File: src/rtl/riscv_pipe_stage_reg.sv
// Generic RISC-V pipeline stage register: NCH x DWIDTH channels with valid/ready and sync flush.
// Define RISCV_PIPE_SKID_EN for a registered o_ready backed by a one-entry skid buffer.
`ifndef XLEN
`define XLEN 32
`endif

module riscv_pipe_stage_reg #(
    parameter int unsigned       DWIDTH        = `XLEN,
    parameter int unsigned       NCH           = 3,
    parameter logic [DWIDTH-1:0] REGISTER_INIT = '0
) (
    input  logic                  i_clk,
    input  logic                  i_rstn,
    input  logic                  i_clr,
    input  logic                  i_valid,
    output logic                  o_ready,
    input  logic [NCH*DWIDTH-1:0] i_data,
    output logic                  o_valid,
    input  logic                  i_ready,
    output logic [NCH*DWIDTH-1:0] o_data
);

    localparam int unsigned       BW       = NCH * DWIDTH;
    localparam logic [BW-1:0]     INIT_BUS = {NCH{REGISTER_INIT}};

    logic up;
    logic down;

    assign up   = i_valid & o_ready;
    assign down = o_valid & i_ready;

`ifdef RISCV_PIPE_SKID_EN

    typedef enum logic [1:0] {
        EMPTY = 2'd0,
        BUSY  = 2'd1,
        FULL  = 2'd2
    } state_t;

    state_t        state;
    logic [BW-1:0] skid;

    // o_ready is a flop: it drops only once the skid entry is occupied.
    always_ff @(posedge i_clk or negedge i_rstn) begin
        if (!i_rstn) begin
            state   <= EMPTY;
            o_valid <= 1'b0;
            o_ready <= 1'b1;
            o_data  <= INIT_BUS;
            skid    <= INIT_BUS;
        end else if (i_clr) begin
            state   <= EMPTY;
            o_valid <= 1'b0;
            o_ready <= 1'b1;
            o_data  <= INIT_BUS;
            skid    <= INIT_BUS;
        end else begin
            unique case (state)
                EMPTY: begin
                    if (up) begin
                        o_data  <= i_data;
                        o_valid <= 1'b1;
                        state   <= BUSY;
                    end
                end
                BUSY: begin
                    if (up && down) begin
                        o_data <= i_data;
                    end else if (up) begin
                        skid    <= i_data;
                        o_ready <= 1'b0;
                        state   <= FULL;
                    end else if (down) begin
                        o_valid <= 1'b0;
                        state   <= EMPTY;
                    end
                end
                FULL: begin
                    if (down) begin
                        o_data  <= skid;
                        skid    <= INIT_BUS;
                        o_ready <= 1'b1;
                        state   <= BUSY;
                    end
                end
                default: begin
                    state   <= EMPTY;
                    o_valid <= 1'b0;
                    o_ready <= 1'b1;
                end
            endcase
        end
    end

`else

    // Ready passes straight through from downstream for full throughput.
    assign o_ready = ~o_valid | i_ready;

    always_ff @(posedge i_clk or negedge i_rstn) begin
        if (!i_rstn) begin
            o_valid <= 1'b0;
            o_data  <= INIT_BUS;
        end else if (i_clr) begin
            o_valid <= 1'b0;
            o_data  <= INIT_BUS;
        end else if (up) begin
            o_valid <= 1'b1;
            o_data  <= i_data;
        end else if (down) begin
            o_valid <= 1'b0;
        end
    end

`endif

endmodule

File: config.mk
export PLATFORM = sky130hd
export DESIGN_NAME = riscv_pipe_stage_reg
export DESIGN_NICKNAME = d
export VERILOG_FILES = /design/src/rtl/riscv_pipe_stage_reg.sv
export SDC_FILE = /design/constraint.sdc
export NUM_CORES = 1
export LEC_CHECK = 0
export ABC_AREA = 1
export BUFFER_PORTS_ARGS = -buffer_cell sky130_fd_sc_hd__buf_2
export CORE_MARGIN = 8
export CORE_UTILIZATION = 46
export DETAILED_ROUTE_END_ITERATION = 16
export GPL_ROUTABILITY_DRIVEN = 0
export PLACE_DENSITY = 0.79
export RECOVER_POWER = 50
export SYNTH_ARGS = -nofsm -noshare
export SYNTH_HDL_FRONTEND = slang
export SYNTH_SLANG_ARGS = --single-unit
File: constraint.sdc
create_clock -name i_clk -period 1.4 [get_ports i_clk]
set_input_delay 0.14 -clock i_clk [delete_from_list [all_inputs] [get_ports i_clk]]
set_output_delay 0.14 -clock i_clk [all_outputs]
set_load 0.005 [all_outputs]
==> reports/qor.csv <==
metric;value;unit
Final Cycle Share;94.4;%
first drt pass iteration count;6;
post-DR wirelength/cell;17.2;um
Yosys Warn Count;0;
CTS tree;built;
Die ar.;12400;um^2
total clock sinks;97;
Worst-path clk slew;100;ps
clock root buffer;clkbuf_8;
Worst VDD drop;639;uV
Layout area overhead;28.5;%
Mapped Area;4200;um^2
first-pass GRT wire length;20.1;mm
DRT met1 WL;5.19;mm
sequential area share after synthesis;57.9;%
status;finished, final reports clean;
filler instances;804;
relative slew slack;56.5;%
reg2reg end;o_data[26];
class of the worst hold path;in -> reg;
P_sw;1.54;mW
total global-route track usage;19.4;%
MaxCap Viol Count;0;
die width;112;um
vias in the first global route;3977;
critical-path cell list;nand2_4 -> buf_12 -> buf_2;
switching share of power;28.0;%
hold endpoint;o_data[30];
Worst-Margin Slew;653;ps
Setup TNS;0;ps
count of final max-slew check failures;0;
final core utilization;59.5;%
initial core utilization;46.3;%
fmax;756;MHz
Ports;199;
#FFs+latches synth;97;
critical path type;reg -> out;
post-route ant nets;0;
Syn Inst Count;443;
fin crit period;1320;ps
initial drt markers;469;
Setup crit end kind;primary output;
pwr/cell area;1020;nW/um^2
CP Data Arrival Time;1180;ps
Via density;5.56;
Residual DRC;0;
num rows;35;
CTS Buf Count;9;
launching point of the worst reg2reg path;o_valid;
routed length on met2;5.80;mm
Routed WL;12.6;mm
# diodes;0;
Max clock buf depth;2;
H-tree depth;3;
DR WL met3;1.46;mm
RSZ-0062 raised after global routing;false;
Core Region;9060;um^2
Startpoint Class;flip-flop;
Clock Power Share;28.8;%
power consumption;5.51;mW
Die Y;112;um
Post-Syn Area per Cell;9.47;um^2
Combinational Power Share;15.6;%
Remaining Overflow, GRT;0;
Worst path max stage delay;410;ps
Clk Latency, worst-skew pair;360;ps
hold_sp;i_data[30];
required time of the critical path;1260;ps
final net count;717;
DR vias;4069;
Syn Nets;544;
register share of total power;55.6;%
r2r setup slk;160;ps
Top Metal Used;met4;
post-DP HPWL;8.61;mm
initial antenna violation count;0;
post-synth cell types;12;
Int Power;3.97;mW
Slowest-stage cell, CP;dfrtp_1;
Fin. Hold Viols;0;
hold depth;3;
number of port buffers;198;
Clock Skew;14.0;ps
count of final setup violators;0;
R2R cell count;5;
share of cells above drive strength 1;30.3;%
pin count of the biggest net entering global routing;97;
worst-path maximum fanout;14;
Leak Pwr;3.02;nW
==> cells in the final DEF (no fill, tap or decap) <==
cell type      synthesis  routed
inv_1                  1       1
buf_1                  0       1
clkinvlp_4             0       4
inv_4                  0       1
nand2_4                2       2
clkbuf_8               0       9
buf_12                 0       7
inv_2                  2       1
clkbuf_16              0       1
buf_2                 38     157
nand2_1               96      96
dfrtp_1               97      97
clkbuf_1               4      42
nand4_1               96      96
a21oi_1                1       1
nand3_1               96      96
dlygate4sd3_1          0       3
buf_4                  8       4
clkbuf_4               0       2
==> per-layer routing <==
metal  global-route usage (%)  vias to the layer above
met1                     24.3                     1914
met5                        0                        -
met2                     29.3                      215
met3                     9.79                       14
li1                         -                     1926
met4                     4.65                        0
==> cells in the mapped netlist <==
| library cell | n | area (um^2) |
|---|---|---|
| buf_4 | 8 | 60.1 |
| a21oi_1 | 1 | 5.00 |
| dfrtp_1 | 97 | 2430 |
| buf_6 | 2 | 22.5 |
| inv_2 | 2 | 7.51 |
| buf_2 | 38 | 190 |
| clkbuf_1 | 4 | 15.0 |
| nand3_1 | 96 | 480 |
| nand2_4 | 2 | 22.5 |
| nand2_1 | 96 | 360 |
| inv_1 | 1 | 3.75 |
| nand4_1 | 96 | 601 |
==> timing repair <==
action                                  4_1_cts  5_1_grt
endpoints found under the setup margin        1        1
buffers inserted                              0        0
endpoints found under the hold margin        98        1
hold buffers                                  2        1
resized for setup                             2        1
gates cloned                                  0        1
==> flip-flops by register name, summed over array words and instances, names as in the netlist <==
name,flops
o_data,96
o_valid,1
==> per-stage QoR <==
stage / cells / worst slack, ps / hold slack (ps) / cell area, um^2
3_3_place_gp: 712 / 264 / -39.5 / 5240
4_1_cts: 730 / 9.26 / 9.16 / 5430
2_1_floorplan: 443 / 330 / -156 / 4200
6_report: 732 / 78.0 / 28.4 / 5390
5_1_grt: 732 / 7.50 / 7.50 / 5390
3_5_place_dp: 712 / 220 / -36.1 / 5240
==> cell families after synthesis <==
| logic type | count (synthesis) | share of synthesized area [%] |
|---|---|---|
| AO/OA/AOI/OAI | 1 | 0.119 |
| AND/OR/NAND/NOR | 290 | 34.9 |
| flip-flops | 97 | 57.9 |
| buffers and inverters | 55 | 7.13 |
==> area by class of cell <==
type	instances	area [um^2]	share of cell area [%]
clock buffer	12	135	2.51
clock inverter	4	30.0	0.557
inverter	3	13.8	0.255
multi-input combinational	291	1470	27.3
sequential	97	2430	45.0
tap	111	139	2.58
timing repair buffer	214	1180	21.8
==> worst max-delay path: cells and delay by family (launching register included) <==
| kind | cells | cell delay (ps) |
|---|---|---|
| AND/OR/NAND/NOR | 1 | 150 |
| buffers and inverters | 2 | 270 |
| flip-flops | 1 | 410 |
==> power groups by stage <==
stage	logic [mW]	clock network (mW)	registers [mW]
floorplan	0.384	0	3.12
detailed placement	0.879	0	3.11
global placement	0.858	0	3.11
CTS	0.886	1.65	3.06
global route	0.955	1.77	3.08
finish	0.858	1.59	3.06
==> how the worst max path moves through the flow <==
stage | start | to | cells after the start | slack (ps)
after floorplan | o_valid | o_data[47] | 6 | 330
final | o_valid | o_ready | 3 | 80
after global placement | o_valid | o_data[2] | 5 | 260
after global routing | o_valid | o_ready | 3 | 8
after detailed placement | o_valid | o_data[56] | 5 | 220
after CTS | o_valid | o_ready | 3 | 9
(Power assumes the default switching activity.)
